===== config.mk =====
export PLATFORM = sky130hd
export DESIGN_NAME = int_entry_sequencer
export DESIGN_NICKNAME = d
export VERILOG_FILES = /design/src/rtl/int_entry_sequencer_pkg.sv /design/src/rtl/int_entry_sequencer.sv
export SDC_FILE = /design/constraint.sdc
export NUM_CORES = 1
export LEC_CHECK = 0
export ABC_AREA = 1
export CAP_MARGIN = 15
export CELL_PAD_IN_SITES_DETAIL_PLACEMENT = 1
export CELL_PAD_IN_SITES_GLOBAL_PLACEMENT = 1
export CORE_AREA = 2 2 53 55
export CTS_CLUSTER_DIAMETER = 120
export DETAILED_ROUTE_END_ITERATION = 8
export DIE_AREA = 0 0 55 57
export DONT_BUFFER_PORTS = 1
export PLACE_DENSITY_LB_ADDON = 0.1
export SYNTH_ARGS = -nofsm -noshare
export SYNTH_HDL_FRONTEND = slang
export SYNTH_SLANG_ARGS = --single-unit

===== constraint.sdc =====
create_clock -name clk -period 1.8 [get_ports clk]
set_input_delay 0.18 -clock clk [delete_from_list [all_inputs] [get_ports clk]]
set_output_delay 0.18 -clock clk [all_outputs]
set_load 0.02 [all_outputs]

===== src/rtl/int_entry_sequencer_pkg.sv =====
// Shared definitions for the interrupt-entry sequencer: state encoding and parameter defaults.
package int_entry_sequencer_pkg;

    localparam logic [7:0]  VEC_ADDR_DEFAULT = 8'h01;
    localparam int unsigned CCR_W_DEFAULT    = 4;

    // Explicit encodings keep the state values stable for anyone probing the legacy bus.
    typedef enum logic [2:0] {
        IDLE     = 3'd0,
        DRAIN    = 3'd1,
        FLUSH    = 3'd2,
        PUSH_PC  = 3'd3,
        PUSH_CCR = 3'd4,
        VEC_RD   = 3'd5
    } seq_state_t;

endpackage


===== src/rtl/int_entry_sequencer.sv =====
// Interrupt-entry controller: shares the data-memory port with the MEM stage and runs
// the stall / drain / flush / push PC / push CCR / vector-read entry sequence.
module int_entry_sequencer
    import int_entry_sequencer_pkg::*;
#(
    parameter logic [7:0]  VEC_ADDR = VEC_ADDR_DEFAULT,
    parameter int unsigned CCR_W    = CCR_W_DEFAULT
) (
    input  logic             clk,
    input  logic             rst,
    input  logic             int_req,
    input  logic             rti_doneM,
    input  logic             D_mem_wenM,
    input  logic             D_mem_renM,
    input  logic             RET_enM,
    input  logic [7:0]       mem_addrM,
    input  logic [7:0]       mem_wdataM,
    input  logic [7:0]       pc_int,
    input  logic [CCR_W-1:0] ccr_in,
    input  logic [7:0]       sp_in,
    input  logic [7:0]       dmem_rdata,
    output logic [7:0]       dmem_addr,
    output logic [7:0]       dmem_wdata,
    output logic             dmem_wen,
    output logic             dmem_ren,
    output logic             sp_dec,
    output logic             fetch_hold,
    output logic             pipe_flush,
    output logic             pc_load,
    output logic [7:0]       pc_vec,
    output logic             int_busy
);

    seq_state_t state, state_nxt;
    logic       int_en;
    logic       int_pending;
    logic [7:0] pc_cap;
    logic [7:0] ccr_ext;
    logic       mem_busy;
    logic       take_int;

    assign mem_busy = D_mem_wenM | D_mem_renM | RET_enM;
    assign take_int = (state == IDLE) && int_pending;
    assign int_busy = (state != IDLE);

    always_comb begin
        state_nxt = state;
        case (state)
            IDLE:     if (int_pending) state_nxt = DRAIN;
            DRAIN:    if (!mem_busy)   state_nxt = FLUSH;
            FLUSH:    state_nxt = PUSH_PC;
            PUSH_PC:  state_nxt = PUSH_CCR;
            PUSH_CCR: state_nxt = VEC_RD;
            VEC_RD:   state_nxt = IDLE;
            default:  state_nxt = IDLE;
        endcase
    end

    // Taking the interrupt masks further requests; the clear wins over a same-edge set.
    always_ff @(posedge clk) begin
        if (rst) begin
            state       <= IDLE;
            int_en      <= 1'b1;
            int_pending <= 1'b0;
            pc_cap      <= '0;
        end else begin
            state <= state_nxt;
            if (take_int) begin
                int_en      <= 1'b0;
                int_pending <= 1'b0;
            end else begin
                if (rti_doneM)
                    int_en <= 1'b1;
                if (int_req && int_en && (state == IDLE))
                    int_pending <= 1'b1;
            end
            if ((state == DRAIN) && !mem_busy)
                pc_cap <= pc_int;
        end
    end

    always_comb begin
        ccr_ext             = '0;
        ccr_ext[CCR_W-1:0]  = ccr_in;
    end

    always_comb begin
        dmem_addr  = '0;
        dmem_wdata = '0;
        dmem_wen   = 1'b0;
        dmem_ren   = 1'b0;
        sp_dec     = 1'b0;
        fetch_hold = 1'b0;
        pipe_flush = 1'b0;
        pc_load    = 1'b0;
        pc_vec     = '0;
        case (state)
            IDLE, DRAIN: begin
                dmem_addr  = mem_addrM;
                dmem_wdata = mem_wdataM;
                dmem_wen   = D_mem_wenM;
                dmem_ren   = D_mem_renM;
                fetch_hold = (state == DRAIN);
            end
            FLUSH: begin
                pipe_flush = 1'b1;
                fetch_hold = 1'b1;
            end
            PUSH_PC: begin
                dmem_addr  = sp_in;
                dmem_wdata = pc_cap;
                dmem_wen   = 1'b1;
                sp_dec     = 1'b1;
                fetch_hold = 1'b1;
            end
            PUSH_CCR: begin
                dmem_addr  = sp_in;
                dmem_wdata = ccr_ext;
                dmem_wen   = 1'b1;
                sp_dec     = 1'b1;
                fetch_hold = 1'b1;
            end
            VEC_RD: begin
                dmem_addr  = VEC_ADDR;
                dmem_ren   = 1'b1;
                pc_vec     = dmem_rdata;
                pc_load    = 1'b1;
                fetch_hold = 1'b1;
            end
            default: begin
                dmem_addr = '0;
            end
        endcase
    end

endmodule


* Word-level counts from Yosys, hierarchy flattened
Cells that the tools add are included.
** Storage, ports and cells
- Register bits after elaboration :: 13
- Latch bits :: 0
- RAM bits :: 0
- ROM bits :: 0
- Logic and storage cells :: 40
- Memories kept :: 0
** Operators by class
- $add $sub $neg :: 0
- Multiply operators :: 0
- Divide/modulo/power cells :: 0
- Order comparisons :: 0
- Equal/unequal tests :: 7
- Shifts and indexed selects :: 0
- Multiplexer cells :: 14
- Bitwise operators :: 2
- Reduce and logical (&&, ||, !) cells :: 13
** Operator list (number)
- 8-bit case mux with 3 select lines :: 2
- 3-bit case mux with 5 select lines :: 1
- 8-bit two-way mux :: 1
- 3-bit by 2-bit == test with 1-bit output, second input constant :: 2
- 3-bit == test, second input constant :: 2
- 3-bit two-way mux :: 2
- 1-bit case mux with 2 select lines :: 3
- 2-bit OR reduction :: 3
- 1-bit two-way mux :: 5
- 1-bit logical AND :: 4
- 2-bit inequality test, second input constant :: 2
- 4-bit OR reduction :: 1
- 3-bit by 1-bit == test with 1-bit output, second input constant :: 1
- 3-bit logical NOT :: 1
- 3-bit nonzero test :: 1
- 1-bit OR :: 2
- 2-bit AND reduction :: 1
- 2-bit nonzero test :: 1
- 1-bit logical NOT :: 1

* Longest topological paths before layout
Gate-level depths: netlist (run 1).
- Depth after elaboration :: 4
- Depth in mapped cells :: 7
- Gate-level depth less buffers :: 7

* Least setup slack after synthesis (run 1)
No wires, ideal clock.
- Path type :: reg2out
- Start point :: register state[0]
- End point :: output port dmem_addr[2]
- Arrival time :: 1148 ps
- Required time :: 1620 ps
- Slack :: 472 ps
- Stages on the path, launching flop included :: 7
- Buffers on the path :: 1
- Cells stage by stage :: dfxtp_1 -> nor2_1 -> nand2_2 -> nand2_4 -> buf_6 -> nand2_1 -> nand2_1
** Between the ends
- Word-level cells in the longest chain between the ends :: 3
- Elaborated cells on any way between the ends :: 8
- Classes of those cells :: eq/ne (4); mux (1); reduce/logical (3)
** RTL lines
- start, declared :: RTL line int_entry_sequencer.sv:34 : seq_state_t state, state_nxt;
- start signal, assigned :: RTL line int_entry_sequencer.sv:67 : state <= state_nxt;
- 3-bit == test (tied with other cells) :: RTL line int_entry_sequencer.sv:97 : case (state)
- 2-bit OR reduction, on equally long branches
- 8-bit case mux with 3 select lines (*) :: RTL line int_entry_sequencer.sv:97
- end, declared :: RTL line int_entry_sequencer.sv:22 : output logic [7:0] dmem_addr,
Mark *: on every way between the ends. The rest lies on a longest branch, timed or not.

* Worst setup path in the final report (run 1)
- Start point :: register state[2]
- End point :: output port fetch_hold
** Between the ends
- Word-level cells in the longest chain between the ends :: 3
- Elaborated cells on any way between the ends :: 9
- Classes of those cells :: eq/ne (5); mux (1); reduce/logical (3)
** RTL lines
- 3-bit == test (tied with other cells) :: RTL line int_entry_sequencer.sv:97
- 4-bit OR reduction (no line) / 2-bit OR reduction (equally long branches)
- 1-bit case mux with 2 select lines (*) :: RTL line int_entry_sequencer.sv:97
- end, declared :: RTL line int_entry_sequencer.sv:27 : output logic fetch_hold,
Marked as above.

==> results.yml, run 1 <==
synthesis:
  synth_seq_area_share_pct: 27.4
  synthCells: 174
  synth_nets: 225
  synth.avg_cell_area_um2: 5.45
  yosysUniqueCellTypes: 17
  synth_area_um2: 948
  yosysWarnings: 0
  ys_seq_elements: 13
timing:
  relSlewSlack_pct: 68.2
  hold_viol: 0
  period_share_pct: 97.1
  setup_violations: 0
  slew_violations: 0
  period_needed_ns: 1.75
  tightest_slew_ns: 0.479
  rsz0062_at_grt: "yes"
  max_freq_mhz: 572
  clock_skew_ns: 0.00394
  timing.final.ws_setup_ns: 0.0515
placement:
  dp_hpwl_um: 2260
  finalWeightedCongestion: 0.782
  place_inst: 202
  placed_cell_area_um2: 967
  port_buffers: 0
  pre_cts_ws_ns: 0.303
floorplanning:
  core_area_mm2: 0.00262
  die_h_um: 57
  rows: 19
  die_area_mm2: 0.00314
  pin_count: 82
  start_util_pct: 36.3
  die_x_um: 55
clocking:
  cts_max_path_buffers: 2
  cts_buffers: 3
  cts_root_buf: "clkbuf_4"
  clk_pin_slew_ns: 0.08
  clk_latency_ns: 0.27
  htreeDepth: 1
  cts.sink_count: 13
  cts_tree: "yes"
  postCtsSetupBuffers: 0
setup_path:
  arrival_ns: 1.57
  path_class: "flip-flop to output port"
  r2r_setup_slack_ns: 0.59
  start_kind: "flip-flop"
  cp_max_fo: 10
  cp-end-kind: "output port"
  critPathRequiredTime_ns: 1.62
hold_path:
  hold_class: "input pin to flip-flop"
power:
  ir_worst_vdd_v: 0.000445
  leakage_nw: 0.586
  p_per_area_mw_per_mm2: 1010
  report.power.total_mw: 1.06
route:
  drc: 0
  vias: 1037
  drt_wl_total_um: 2780
  wl_per_cell_um: 13.3
  via_per_inst: 4.99
  drt-pass1-iter-count: 3
  drtIter0Drc: 9
  ant_nets: 0
finish:
  final_net_count: 229
  stdcell_count: 208
  final_cell_mix: "nand2_1, nor2_1, inv_1, nand3_1, dfxtp_1"
  final_util_pct: 40.1
  area_growth_syn_to_layout_pct: 10.7
  drive_gt1_share_pct: 14.7
  antennaDiodeCount: 0
  stdcell_area_mm2: 0.00105
  layout_commonest_cell: "nand2_1"
global_route:
  antenna_found_initial: 0
  track_usage_pct: 15.4
  grt_pass1_wl_um: 3610
  grt_max_degree: 19
  grt_pass1_vias: 878
  grt_overflow: 0
run_status:
  status: "completed"
run:
  maxCapViolCount: 0
## worst max-delay path, cell delays in order, from the launching register on
cell and delay [ns]:
dfxtp_1 0.47, inv_4 0.13, nand2_2 0.20, inv_1 0.10, a21oi_1 0.40
## state kept, by name, summed over array words and instances, names as in the netlist
| name | cells |
|---|---|
| state | 3 |
| pc_cap | 8 |
| int_en | 1 |
| int_pending | 1 |
## layer usage
metal  vias up  track usage, %  wire, µm
li1        531               -         -
met1       455            18.4      1170
met2        51            28.1      1370
met3         0            2.36       233
met4         0            3.14         0
met5         -               0         0
## through the flow
stage	setup TNS [ns]	hold slack (ns)
2_1_floorplan	0	0.252
3_3_place_gp	0	0.255
3_5_place_dp	0	0.256
4_1_cts	0	0.0225
5_1_grt	-0.0139	0.0341
6_report	0	0.0355
## logic make-up after synthesis
family	count (synthesis)	synth area share, %
compound gates	5	3.83
buf+inv	33	14.0
flops	13	27.4
simple gates	123	54.7
## power by group
group          internal, mW  switching, mW
clock network        0.0857         0.0895
logic                 0.117          0.416
registers             0.317         0.0292
## synth_stat cells, drive strengths merged
| library cell | count | area share (%) |
|---|---|---|
| nand2 | 71 | 29 |
| nor2 | 31 | 14 |
| inv | 30 | 12 |
| nand3 | 20 | 11 |
| dfxtp | 13 | 27 |
| buf | 3 | 2.1 |
| o21ai | 3 | 2.8 |
| a21oi | 2 | 1.1 |
| nand4 | 1 | 0.66 |
## timing repair
action / CTS / global route
setup endpoints to repair: 2 / 25
cloned: 0 / 1
hold buffers: 1 / 0
resized for setup: 1 / 14
pin swaps: 0 / 1
endpoints found under the hold margin: 2 / 0
## area by class of cell
cell class,instances,area [µm²]
clock buffers,4,26.3
fillers,370,1570
inverters,30,115
multi-input cells,129,597
flip-flops and latches,13,263
well taps,31,38.8
repair buffers,1,10.0
## worst paths after layout
path,from,endpoint,cells after the start
max,state[2]$_SDFFE_PP0P_,fetch_hold,4
min reg2reg,int_pending$_SDFFE_PP0P_,int_pending$_SDFFE_PP0P_,2
max reg2reg,state[2]$_SDFFE_PP0P_,int_pending$_SDFFE_PP0P_,6
min,rti_doneM,int_en$_SDFFE_PP1P_,2
Note: power is estimated with default switching activity, not from simulation.
==> run 2, diff against run 1 <==
--- a/config.mk
+++ b/config.mk
@@ -10,11 +10,13 @@
 export CELL_PAD_IN_SITES_DETAIL_PLACEMENT = 1
 export CELL_PAD_IN_SITES_GLOBAL_PLACEMENT = 1
 export CORE_AREA = 2 2 53 55
-export CTS_CLUSTER_DIAMETER = 120
+export CTS_CLUSTER_DIAMETER = 80
 export DETAILED_ROUTE_END_ITERATION = 8
 export DIE_AREA = 0 0 55 57
 export DONT_BUFFER_PORTS = 1
+export MAX_ROUTING_LAYER = met4
 export PLACE_DENSITY_LB_ADDON = 0.1
 export SYNTH_ARGS = -nofsm -noshare
 export SYNTH_HDL_FRONTEND = slang
 export SYNTH_SLANG_ARGS = --single-unit
+export TNS_END_PERCENT = 50
==> results of run 2 <==
No change in the layout: final DEF, timing and power equal those of run 1.
Among the figures that moved: final weighted congestion in routability-driven placement 0.782 -> 0.793; overall routing resource usage 15.4% -> 15.8%
==> run 3, diff against run 2 <==
--- a/config.mk
+++ b/config.mk
@@ -10,7 +10,6 @@
 export CELL_PAD_IN_SITES_DETAIL_PLACEMENT = 1
 export CELL_PAD_IN_SITES_GLOBAL_PLACEMENT = 1
 export CORE_AREA = 2 2 53 55
-export CTS_CLUSTER_DIAMETER = 80
 export DETAILED_ROUTE_END_ITERATION = 8
 export DIE_AREA = 0 0 55 57
 export DONT_BUFFER_PORTS = 1
==> results of run 3 <==
No change in the layout: final DEF, timing and power equal those of run 1.
Among the figures that moved: final weighted congestion in routability-driven placement 0.782 -> 0.793; overall routing resource usage 15.4% -> 15.8%
